## config.mk

```make
export PLATFORM = sky130hd
export DESIGN_NAME = seq_detect_param
export DESIGN_NICKNAME = d
export VERILOG_FILES = /design/src/rtl/seq_detect_pkg.sv /design/src/rtl/seq_detect_param_sat_counter.sv /design/src/rtl/seq_detect_param.sv
export SDC_FILE = /design/constraint.sdc
export NUM_CORES = 1
export LEC_CHECK = 0
export ABC_AREA = 0
export BUFFER_PORTS_ARGS = -buffer_cell sky130_fd_sc_hd__buf_2
export CAP_MARGIN = 20
export CORE_MARGIN = 2
export CORE_UTILIZATION = 30
export CTS_BUF_LIST = sky130_fd_sc_hd__clkbuf_2 sky130_fd_sc_hd__clkbuf_4 sky130_fd_sc_hd__clkbuf_8
export DETAILED_ROUTE_END_ITERATION = 8
export GPL_TIMING_DRIVEN = 0
export HOLD_SLACK_MARGIN = 0.08
export SYNTH_ARGS = -nofsm -noshare
export SYNTH_HDL_FRONTEND = slang
export SYNTH_SLANG_ARGS = --single-unit
```

## constraint.sdc

```tcl
create_clock -name clk -period 3.2 [get_ports clk]
set_input_delay 0.48 -clock clk [delete_from_list [all_inputs] [get_ports clk]]
set_output_delay 0.48 -clock clk [all_outputs]
set_load 0.02 [all_outputs]
```

## src/rtl/seq_detect_pkg.sv

```systemverilog
// -----------------------------------------------------------------------------
// seq_detect_pkg
// Shared definitions for the parametrised serial pattern detector:
//   - state_t       : detector FSM encoding (IDLE / FILL / RUN)
//   - DEF_LEN       : pattern length loaded at reset
//   - DEF_OVERLAP   : overlap mode loaded at reset
// With the reset pattern of all ones, DEF_LEN=2 and DEF_OVERLAP=1 the block
// behaves exactly like the legacy "11" detector.
// -----------------------------------------------------------------------------
package seq_detect_pkg;

  typedef enum logic [1:0] {
    IDLE = 2'd0,
    FILL = 2'd1,
    RUN  = 2'd2
  } state_t;

  localparam int   DEF_LEN     = 2;
  localparam logic DEF_OVERLAP = 1'b1;

endpackage : seq_detect_pkg

```

## src/rtl/seq_detect_param_sat_counter.sv

```systemverilog
// -----------------------------------------------------------------------------
// sat_counter
// Saturating up-counter with synchronous clear.
// Ports:
//   clk   in  1  clock, rising edge
//   reset in  1  synchronous, active-high reset (count -> 0)
//   inc   in  1  increment request; ignored once the count is all ones
//   clr   in  1  synchronous clear; wins over inc
//   cnt   out W  current count
// -----------------------------------------------------------------------------
module sat_counter #(
  parameter int W = 8
) (
  input  logic         clk,
  input  logic         reset,
  input  logic         inc,
  input  logic         clr,
  output logic [W-1:0] cnt
);

  logic [W-1:0] r_cnt;

  always_ff @(posedge clk) begin
    if (reset) begin
      r_cnt <= '0;
    end else if (clr) begin
      r_cnt <= '0;
    end else if (inc && (r_cnt != '1)) begin
      r_cnt <= r_cnt + 1'b1;
    end
  end

  assign cnt = r_cnt;

endmodule : sat_counter

```

## src/rtl/seq_detect_param.sv

```systemverilog
// -----------------------------------------------------------------------------
// seq_detect_param
// Run-time programmable serial pattern detector (length 1..PAT_W) with an
// input-valid qualifier, overlap / non-overlap mode, a registered one-cycle
// match pulse and a saturating match counter.
//
// Ports:
//   clk        in  1      clock, rising edge
//   reset      in  1      synchronous, active-high reset
//   enable     in  1      1 = detector running, 0 = idle with history flushed
//   din        in  1      serial data bit
//   din_valid  in  1      din is sampled only when 1
//   cfg_load   in  1      capture pattern_i/len_i/overlap_i (only when enable=0)
//   pattern_i  in  PAT_W  pattern; [len-1] is received first, [0] last
//   len_i      in  LEN_W  pattern length; 0 or >PAT_W clamps to PAT_W
//   overlap_i  in  1      1 = overlapping matches, 0 = restart after a match
//   cnt_clr    in  1      synchronous clear of match_cnt (wins over a match)
//   match      out 1      registered one-cycle match pulse (1 clk latency)
//   match_cnt  out CNT_W  saturating match count
//   busy       out 1      1 whenever the FSM is not IDLE
//   dbg_state  out 2      raw FSM state for observation
//
// Handshake: a bit is consumed on a rising edge exactly when din_valid=1 and
// the FSM is in FILL or RUN with enable=1; there is no back-pressure, so the
// source must not rely on any ready indication.
// -----------------------------------------------------------------------------
module seq_detect_param
  import seq_detect_pkg::*;
#(
  parameter int PAT_W = 8,
  parameter int LEN_W = 4,
  parameter int CNT_W = 8
) (
  input  logic             clk,
  input  logic             reset,
  input  logic             enable,
  input  logic             din,
  input  logic             din_valid,
  input  logic             cfg_load,
  input  logic [PAT_W-1:0] pattern_i,
  input  logic [LEN_W-1:0] len_i,
  input  logic             overlap_i,
  input  logic             cnt_clr,
  output logic             match,
  output logic [CNT_W-1:0] match_cnt,
  output logic             busy,
  output logic [1:0]       dbg_state
);

  localparam logic [LEN_W-1:0] L_PAT_W   = LEN_W'(PAT_W);
  localparam logic [LEN_W-1:0] L_DEF_LEN = LEN_W'(DEF_LEN);

  // Configuration registers
  logic [PAT_W-1:0] r_pat;
  logic [LEN_W-1:0] r_len;
  logic             r_ovl;

  // Detector state. The window never reaches past hist[PAT_W-2] because the
  // newest bit comes straight from din, so only PAT_W-1 history bits are kept.
  state_t           r_state;
  logic [PAT_W-2:0] r_hist;
  logic [LEN_W-1:0] r_fill;
  logic             r_match;

  logic [PAT_W-1:0] w_hist_next;
  logic [PAT_W-1:0] w_mask;
  logic [LEN_W-1:0] w_len_m1;
  logic [LEN_W-1:0] w_fill_inc;
  logic [LEN_W-1:0] w_len_clamped;
  logic             w_fill_ok;
  logic             w_sample;
  logic             w_match;

  // Post-shift history: the window is its low len bits.
  assign w_hist_next = {r_hist, din};
  assign w_len_m1    = r_len - 1'b1;
  assign w_fill_ok   = (r_fill >= w_len_m1);
  // fill_cnt saturates at len so it cannot wrap on long streams.
  assign w_fill_inc  = (r_fill >= r_len) ? r_len : (r_fill + 1'b1);

  assign w_len_clamped = ((len_i == '0) || (len_i > L_PAT_W)) ? L_PAT_W : len_i;

  // Mask selecting the low len bits of the window.
  always_comb begin
    w_mask = '0;
    for (int i = 0; i < PAT_W; i++) begin
      w_mask[i] = (i < int'(r_len));
    end
  end

  assign w_sample = (r_state != IDLE) && enable && din_valid;
  assign w_match  = w_sample && w_fill_ok &&
                    (((w_hist_next ^ r_pat) & w_mask) == '0);

  // Configuration capture; a load while running is ignored so the pattern
  // never changes under a partially filled window.
  always_ff @(posedge clk) begin
    if (reset) begin
      r_pat <= '1;
      r_len <= L_DEF_LEN;
      r_ovl <= DEF_OVERLAP;
    end else if (cfg_load && !enable) begin
      r_pat <= pattern_i;
      r_len <= w_len_clamped;
      r_ovl <= overlap_i;
    end
  end

  // Detector FSM
  always_ff @(posedge clk) begin
    if (reset) begin
      r_state <= IDLE;
      r_hist  <= '0;
      r_fill  <= '0;
      r_match <= 1'b0;
    end else begin
      r_match <= 1'b0;
      case (r_state)
        IDLE: begin
          r_hist <= '0;
          r_fill <= '0;
          if (enable) begin
            r_state <= FILL;
          end
        end
        FILL, RUN: begin
          if (!enable) begin
            r_state <= IDLE;
            r_hist  <= '0;
            r_fill  <= '0;
          end else if (din_valid) begin
            r_match <= w_match;
            if (w_match && !r_ovl) begin
              // Non-overlap: the next match needs len fresh bits.
              r_hist  <= '0;
              r_fill  <= '0;
              r_state <= FILL;
            end else begin
              r_hist  <= w_hist_next[PAT_W-2:0];
              r_fill  <= w_fill_inc;
              r_state <= (w_fill_inc >= w_len_m1) ? RUN : FILL;
            end
          end
        end
        default: begin
          r_state <= IDLE;
          r_hist  <= '0;
          r_fill  <= '0;
        end
      endcase
    end
  end

  // Counter advances on the same edge that raises the match pulse.
  sat_counter #(
    .W(CNT_W)
  ) u_cnt (
    .clk   (clk),
    .reset (reset),
    .inc   (w_match),
    .clr   (cnt_clr),
    .cnt   (match_cnt)
  );

  assign match     = r_match;
  assign busy      = (r_state != IDLE);
  assign dbg_state = r_state;

endmodule : seq_detect_param

```

==> results.toml, run 1 <==
[run_status]
status = "finished, final reports clean"

[floorplan]
placementRows = 29
ios = 32
die-width_um = 85.36
die_area_um2 = 7285
fp.coreArea_um2 = 6386
initial_utilization = 0.3109
die_h_um = 85.36

[drt]
route.detailed.drc = 0
wirelength_um = 4268
drt-met1-wl_um = 2147
wl_met3_um = 120
routed-wl-met2_um = 1911
topRoutingLayerUsed = "met4"
drtPass1Iterations = 4
num_vias = 1715
antenna_left = 0
drtIter0Drc = 100
vias_per_cell = 5.015
wl_per_cell_um = 12.48

[yosys]
synth_area_per_cell_um2 = 8.709
ys_types = 45
synthArstFlopShare = 0
netlist_area_um2 = 1986
synth_top_area_share = 0.3529
syn-num-nets = 267
synth_ff_type = "dfxtp_1"
synthTopCellsByCount = "35 x dfxtp_1, 32 x nand2_1, 19 x ha_1"
synth_most_common_cell = "dfxtp_1"
ys_warn_count = 0
yosys.area.top_type = "dfxtp_1"
syn_inst = 228
synth_edf_count = 0
yosys-top-cells-area = "dfxtp_1 35%, ha_1 12%, nand2_1 6.0%, a22o_1 4.4%, a21oi_1 4.3%"
ys_seq_elements = 35
synth.yosys.seq_area_share = 0.3529

[clocking]
htreeDepth = 2
cts.clk_slew.worst_paths_ns = 0.07
clock_latency_ns = 0.29
root_buffer = "clkbuf_8"
numCtsBuffers = 5
cts_tree = "built"
post-cts-setup-buffers = 0
clock-sinks = 35
clockBufferDepth = 2

[power]
powerDensity_nw_per_um2 = 400.3
pwr-share-clk = 0.349
leakagePower_uw = 0.0009619
switching_share = 0.2636
p_sw_uw = 244.6
combPwrFrac = 0.154
power_frac_seq = 0.496
p_int_uw = 683.4
peakVddDrop_v = 0.0001566

[worst_setup_path]
cp.arrival_ns = 3.07
cp_data_required_time_ns = 3.37
path_cells = "inv_1 -> ha_1 -> nand2_1 -> a21oi_1 -> o21ai_1 -> mux2_2 -> ha_1 -> a21o_1 -> nand3_1 -> and2_1 -> o41ai_1"
path_class = "reg -> reg"
critPathLaunchType = "flop"
endpoint_kind = "flop"
crit_slowest_cell = "dfxtp_1"
path_common_cell = "ha_1"
crit_path_max_incr_delay_ns = 0.47
cp_max_fo = 7

[timing]
worst_pin_slew_ns = 0.5308
finalCritPeriodShare = 0.9044
finalSetupViolCount = 0
grt_setup_unrepaired = "no"
final_hold_viol_count = 0
relSlewSlack = 0.6448
finalSetupTns_ns = 0
hold_ws_ns = 0.4004
report.final.slew_viol_count = 0
min_period_ns = 2.894
skew_ns = 0.008319
timing.fmax_mhz = 345.5

[hold_path]
hold_path_class = "in -> reg"

[final_layout]
fin_nets = 303
drive_gt1_frac = 0.1774
antenna_cells = 0
syn_to_final_growth_pct = 16.76

[place]
dp_hpwl_um = 3330
port_buffers = 30
place.gp.congestion = 0.8288

[grt]
grt_max_degree = 11
grt-ovfl-total = 0
grt_pass1_wl_um = 7251
track_usage = 0.1230
antenna_found_initial = 0
grt_pass1_vias = 1568

[job]
maxCapViolCount = 0
-- logic make-up (layout without fill, tap and decap cells) --
| logic type | Yosys count | in the layout | share of synthesized area |
|---|---|---|---|
| buffers and inverters | 21 | 58 | 0.04600 |
| xor gates and xnor gates | 12 | 12 | 0.05293 |
| and+or+nand+nor | 84 | 84 | 0.2256 |
| DFF | 35 | 35 | 0.3529 |
| adders and majority gates | 19 | 19 | 0.1197 |
| AOI/OAI and AO/OA | 54 | 54 | 0.1871 |
| muxes | 3 | 3 | 0.01575 |
-- power by group through the flow --
stage / Sequential (uW) / Clock, uW / Combinational (uW)
2_1_floorplan: 470 / 0 / 102
3_3_place_gp: 471 / 0 / 144
3_5_place_dp: 471 / 0 / 144
4_1_cts: 461 / 333 / 145
5_1_grt: 462 / 354 / 163
6_report: 461 / 324 / 143
-- registers in the layout, indices dropped and copies added, names as in the netlist --
register	cells
u_cnt.cnt	8
dbg_state	2
match	1
r_hist	7
r_ovl	1
r_fill	4
r_pat	8
r_len	4
-- per-layer routing --
layer  vias to the layer above  global-route usage
li1                        889                   -
met1                       790              0.1712
met2                        29              0.1875
met3                         7             0.02335
met4                         0             0.04762
met5                         -                   0
-- critical path: cells and delay by family, from the launching register on --
family	cells	cell delay [ns]
simple gates	3	0.34
flops	1	0.47
mux	1	0.40
fa+ha+maj	2	0.60
compound gates	4	0.86
buf+inv	1	0.13
-- per-stage QoR --
stage               instances  instance area [um2]  worst slack, ns  utilization  total power (uW)
global placement          335                 2232           0.2990       0.3495             614.4
detailed placement        335                 2232           0.2770       0.3495             615.6
finish                    342                 2318           0.3059       0.3630             928.0
floorplan                 228                 1986           0.6342            -             572.3
CTS                       343                 2321           0.2605       0.3634             939.3
global route              342                 2318          0.04539       0.3630             979.2
-- area by class of cell --
cell class | count | area (um2)
well taps | 77 | 96.34
inverters | 10 | 37.54
flip-flops and latches | 35 | 700.7
fillers | 678 | 4068
repair buffers | 30 | 150.1
plain buffers | 10 | 51.30
multi-input cells | 172 | 1194
clock inverters | 1 | 5.005
clock buffers | 7 | 83.83
-- worst paths after layout --
check / start / to / slack, ns / cells after the start
setup / recovery: r_len[0] / dbg_state[1] / 0.31 / 11
hold / removal: pattern_i[3] / r_pat[3] / 0.40 / 3
setup reg to reg: r_len[0] / dbg_state[1] / 0.31 / 11
hold reg to reg: r_pat[1] / r_pat[1] / 0.49 / 2
-- placed cells by master, fill, tap and decap left out, types with 3 or more instances in the layout --
cell type / n
dfxtp_1: 35
o31ai_1: 4
ha_1: 19
nand2b_1: 3
o22ai_1: 3
or4_1: 3
nand3b_1: 11
inv_1: 10
buf_2: 31
nor3b_1: 3
a22o_1: 10
or3_1: 4
a21oi_1: 17
xor2_1: 3
nand3_1: 6
nor2b_1: 3
nand2_1: 32
nor3_1: 3
clkbuf_1: 5
nor2_1: 9
xnor2_1: 9
o21ai_0: 7
clkbuf_8: 5
-- repair_timing --
action,in CTS,in global routing
endpoints found under the setup margin,0,12
hold buffers,0,0
gates resized for setup,0,2
No activity file was read; power rests on OpenSTA's default activity.
==> run 2, diff against run 1 <==
--- a/config.mk
+++ b/config.mk
@@ -5,15 +5,15 @@
 export SDC_FILE = /design/constraint.sdc
 export NUM_CORES = 1
 export LEC_CHECK = 0
-export ABC_AREA = 0
+export ABC_AREA = 1
 export BUFFER_PORTS_ARGS = -buffer_cell sky130_fd_sc_hd__buf_2
 export CAP_MARGIN = 20
 export CORE_MARGIN = 2
 export CORE_UTILIZATION = 30
 export CTS_BUF_LIST = sky130_fd_sc_hd__clkbuf_2 sky130_fd_sc_hd__clkbuf_4 sky130_fd_sc_hd__clkbuf_8
 export DETAILED_ROUTE_END_ITERATION = 8
-export GPL_TIMING_DRIVEN = 0
 export HOLD_SLACK_MARGIN = 0.08
+export REMOVE_ABC_BUFFERS = 1
 export SYNTH_ARGS = -nofsm -noshare
 export SYNTH_HDL_FRONTEND = slang
 export SYNTH_SLANG_ARGS = --single-unit
==> run 2 against run 1 <==
  * Synthesized area rose by 8.6%
  * Register-to-register slack gained 0.28 ns
  * First-iteration DRC count rose by 12%
  * Final cell count is 27% higher
  * Sequential cell count did not move
  * Fmax grew 11%
  * Critical endpoint is now dbg_state[0]
  * Largest cell class unchanged
  * Highest routed layer unchanged
==> results.toml, run 2 <==
[timing]
finalSetupTns_ns = 0
relSlewSlack = 0.6811
grt_setup_unrepaired = "no"
worst_pin_slew_ns = 0.4772
timing.fmax_mhz = 382.7
report.final.slew_viol_count = 0
finalCritPeriodShare = 0.8166
finalSetupViolCount = 0
final_hold_viol_count = 0
hold_ws_ns = 0.3929
skew_ns = 0.01001
min_period_ns = 2.613

[worst_setup_path]
critPathLaunchType = "flop"
path_class = "reg -> reg"
cp_data_required_time_ns = 3.42
cp.arrival_ns = 2.83
endpoint_kind = "flop"
cp_max_fo = 8

[drt]
num_vias = 1943
route.detailed.drc = 0
wirelength_um = 4928
wl_per_cell_um = 11.38
drtIter0Drc = 112
antenna_left = 0
vias_per_cell = 4.487
drtPass1Iterations = 4

[clocking]
clock_latency_ns = 0.29
root_buffer = "clkbuf_8"
ctsHoldBuffers = 0
clockBufferDepth = 2
numCtsBuffers = 5
clock-sinks = 35
htreeDepth = 2
cts_repair_resize_count = 0
post-cts-setup-buffers = 0
cts.clk_slew.worst_paths_ns = 0.07
cts_tree = "built"

[yosys]
ys_seq_elements = 35
synth_edf_count = 0
synth-simple-area-share = 0.3099
yosys-top-cells-area = "dfxtp_1 33%, nand2_1 15%, ha_1 11%, nand3_1 7.4%, inv_1 6.8%"
synth.yosys.seq_area_share = 0.3250
synth_top_area_share = 0.3250
synth_area_per_cell_um2 = 7.045
yosys.area.top_type = "dfxtp_1"
ys_types = 34
synth_top_family_by_area = "simple AND/OR/NAND/NOR gates"
synth_ff_type = "dfxtp_1"
synth-xor-area-share = 0.03250
synthTopCellsByCount = "84 x nand2_1, 39 x inv_1, 35 x dfxtp_1"
synth_compound_area_frac = 0.1242
synth_adder_area_share = 0.1103
syn_inst = 306
netlist_area_um2 = 2156
synthArstFlopShare = 0
synth_mux_area_frac = 0
ys_warn_count = 0
synth_most_common_cell = "nand2_1"

[grt]
grt_pass1_vias = 1816
grt_max_degree = 18
grt-ovfl-total = 0
grt_pass1_wl_um = 8273
antenna_found_initial = 0
track_usage = 0.1341

[place]
dp_hpwl_um = 3720
placed_area_um2 = 2377
place.gp.congestion = 0.8559
port_buffers = 31

[power]
total_power_uw = 1038
peakVddDrop_v = 0.0002056
combPwrFrac = 0.202
p_sw_uw = 301.8
switching_share = 0.2907
leakagePower_uw = 0.001196
power_frac_seq = 0.450
powerDensity_nw_per_um2 = 418.4
pwr-share-clk = 0.348
p_int_uw = 736.3

[final_layout]
multi_input_area_um2 = 1244
post-route-cell-area_um2 = 2481
final_common_cell = "nand2_1"
mostFrequentLayoutCells = "84 x nand2_1, 39 x inv_1, 35 x dfxtp_1"
syn_to_final_growth_pct = 15.09
seqCellArea_um2 = 700.7
antenna_cells = 0
utilization = 0.3612
fin_nets = 375
fill_cells = 748
drive_gt1_frac = 0.1543

[floorplan]
fp.coreArea_um2 = 6869
die-width_um = 88.77
die_area_um2 = 7880
initial_utilization = 0.3138
die_h_um = 88.77
ios = 32
placementRows = 30

[hold_path]
hold_path_class = "in -> reg"

[run_status]
status = "finished, final reports clean"

[job]
maxCapViolCount = 0
## run 2: changes by cell type after synthesis, moves of 4 or more
| cell | change |
|---|---|
| nand3_1 | +26 |
| nand2_1 | +52 |
| o31ai_1 | -4 |
| o211ai_1 | +7 |
| xnor2_1 | -6 |
| nand3b_1 | -10 |
| inv_1 | +29 |
| nor2_1 | +5 |
| a22o_1 | -9 |
| a21oi_1 | +7 |
## run 2: cell type report
class,count,share of cell area
Sequential cell,35,0.2824
Clock buffer,8,0.04186
Inverter,42,0.06354
Multi-Input combinational cell,221,0.5013
Timing Repair Buffer,31,0.06253
Tap cell,96,0.04841
## run 2: path summary, 6_finish.rpt
kind                start           end  slack (ns)  depth (start not counted)
min          pattern_i[6]      r_pat[6]        0.39                          3
min reg2reg     r_hist[6]     r_hist[6]        0.49                          2
max              r_len[3]  dbg_state[0]        0.59                         13
max reg2reg      r_len[3]  dbg_state[0]        0.59                         13
## run 2: kinds of logic after synthesis
family | after synthesis
buffers and inverters | 50
AND/OR/NAND/NOR | 148
flip-flops | 35
adder cells (fa/ha/maj) | 19
AO/OA/AOI/OAI | 46
XOR/XNOR | 8
## run 2: power by group through the flow
stage | clock, uW | combinational (uW) | sequential [uW]
2_1_floorplan | 0 | 149 | 478
3_3_place_gp | 0 | 209 | 476
3_5_place_dp | 0 | 211 | 477
4_1_cts | 375 | 212 | 466
5_1_grt | 389 | 243 | 468
6_report | 362 | 210 | 467
## run 2: metrics by stage
step	instances	worst slack, ns
6_report	433	0.5868
3_3_place_gp	425	0.5943
5_1_grt	433	0.2415
3_5_place_dp	425	0.5855
4_1_cts	433	0.5799
2_1_floorplan	298	0.9355
## run 2: worst max-delay path, stage by stage, from the launching register on
cell	delay (ns)
dfxtp_1	0.54
inv_2	0.11
ha_1	0.34
a21oi_1	0.14
nand3_1	0.22
o21ai_0	0.29
ha_1	0.29
inv_1	0.06
nor2_1	0.04
o211ai_1	0.15
nand3_1	0.11
nand2_1	0.08
nand2_1	0.06
a21oi_1	0.11
## run 2: per-layer routing
metal	track usage	share of wire
met2	0.2205	0.46
met3	0.02239	0.038
met4	0.03719	0.0093
met1	0.1814	0.50
met5	0	0
==> run 3, diff against run 2 <==
--- a/config.mk
+++ b/config.mk
@@ -5,7 +5,7 @@
 export SDC_FILE = /design/constraint.sdc
 export NUM_CORES = 1
 export LEC_CHECK = 0
-export ABC_AREA = 1
+export ABC_AREA = 0
 export BUFFER_PORTS_ARGS = -buffer_cell sky130_fd_sc_hd__buf_2
 export CAP_MARGIN = 20
 export CORE_MARGIN = 2
==> constraint.sdc (replaced) <==
create_clock -name clk -period 2.5 [get_ports clk]
set_input_delay 0.375 -clock clk [delete_from_list [all_inputs] [get_ports clk]]
set_output_delay 0.375 -clock clk [all_outputs]
set_load 0.02 [all_outputs]
==> run 3 against run 2 <==
  * Worst setup slack got worse by 0.44 ns
  * Sequential cell count stayed put
  * Sequential power up 25%
  * Highest routed layer unchanged
  * Register-to-register slack got worse by 0.44 ns
  * Critical path depth fell by 3
  * Critical endpoint is now u_cnt.cnt[7]
==> results.toml, run 3 (synthesized netlist as in run 1, its figures left out) <==
[run_status]
status = "finished, final reports clean"

[drt]
num_vias = 1687
wirelength_um = 4395
route.detailed.drc = 0
wl_per_cell_um = 12.74
antenna_left = 0
drtPass1Iterations = 4
vias_per_cell = 4.890
drtIter0Drc = 44

[timing]
min_period_ns = 2.350
timing.fmax_mhz = 425.5
worst_pin_slew_ns = 0.6263
setup_slack_ns = 0.1501
skew_ns = 0.006432
hold_ws_ns = 0.2995
report.final.slew_viol_count = 0
relSlewSlack = 0.5825
finalCritPeriodShare = 0.9400
final_hold_viol_count = 0
finalSetupTns_ns = 0
finalSetupViolCount = 0

[worst_setup_path]
crit_path_start = "r_len[1]"
endpoint_kind = "flop"
reg2reg_from = "r_len[1]"
cp_data_required_time_ns = 2.72
rrSetupSlack_ns = 0.15
cp_max_fo = 20
cp.arrival_ns = 2.57
critPathLaunchType = "flop"
path_class = "reg -> reg"

[place]
post-place-ws_ns = -0.02608
place.gp.congestion = 0.8133
dp_hpwl_um = 3207
numPlacedInstances = 336
port_buffers = 31

[clocking]
clock_latency_ns = 0.28
cts.clk_slew.worst_paths_ns = 0.08
cts_tree = "built"
root_buffer = "clkbuf_8"
htreeDepth = 2
clock-sinks = 35
ctsHoldBuffers = 0
clockBufferDepth = 2
numCtsBuffers = 5

[final_layout]
final_common_cell = "dfxtp_1"
drive_gt1_frac = 0.2612
fin_nets = 306
layout.cells.non_filler = 345
mostFrequentLayoutCells = "33 x dfxtp_1, 32 x nand2_1, 31 x buf_2"
antenna_cells = 0
fill_cells = 660
syn_to_final_growth_pct = 23.44
utilization = 0.3838

[hold_path]
hold_path_class = "in -> reg"
min_from = "pattern_i[2]"

[grt]
grt_pass1_vias = 1582
grt-ovfl-total = 0
antenna_found_initial = 0
grt_pass1_wl_um = 7300
grt_max_degree = 21
track_usage = 0.1235

[floorplan]
fp.coreArea_um2 = 6386
die_h_um = 85.36
ios = 32
die-width_um = 85.36
initial_utilization = 0.3109
placementRows = 29
die_area_um2 = 7285

[power]
leakagePower_uw = 0.001034
powerDensity_nw_per_um2 = 540.8
peakVddDrop_v = 0.0002936

[job]
maxCapViolCount = 0
run 3: final cells by class:
type / instances / area [um2] / area share
flip-flops and latches: 35 / 705.7 / 0.2879
well taps: 77 / 96.34 / 0.03931
clock inverters: 2 / 35.03 / 0.01429
repair buffers: 43 / 249.0 / 0.1016
clock buffers: 6 / 82.58 / 0.03369
inverters: 10 / 37.54 / 0.01531
multi-input cells: 172 / 1245 / 0.5079
run 3: routing by layer:
layer | vias up | part of all wire | track usage | wire [um]
li1 | 896 | - | - | -
met1 | 757 | 0.52 | 0.1752 | 2276
met2 | 30 | 0.43 | 0.1861 | 1884
met3 | 4 | 0.044 | 0.02724 | 193
met4 | 0 | 0.0091 | 0.03896 | 40
met5 | - | 0 | 0 | 0
run 3: timing repair:
action / in CTS / in global routing
setup endpoints to repair: 1 / 15
resized for setup: 2 / 14
pin swaps: 0 / 6
setup buffers: 0 / 1
run 3: power by group:
group	switching [uW]	total, uW	internal (uW)	leakage, uW
logic	113	211	97.7	0.000686
registers	12.3	586	573	0.000286
clock network	206	529	323	0.0000612
total	331	1330	994	0.00103
run 3: through the flow:
step	area (um2)	power, uW
CTS	2389	1320
global placement	2266	790.7
finish	2451	1325
floorplan	1932	724.6
global route	2451	1386
detailed placement	2266	793.3
run 3: critical path, cell delays in order, from the launching register on:
cell and delay [ns]:
dfxtp_1 0.33, inv_1 0.08, ha_1 0.25, xnor2_2 0.17, ha_1 0.27, o21ai_0 0.07
a21oi_1 0.11, o2111ai_1 0.14, buf_6 0.20, or4_1 0.51, a21oi_1 0.15
run 3: final timing paths:
path / cells past startpoint / end
setup / recovery: 10 / u_cnt.cnt[7]
hold / removal: 3 / r_pat[2]
setup reg to reg: 10 / u_cnt.cnt[7]
hold reg to reg: 2 / r_pat[1]
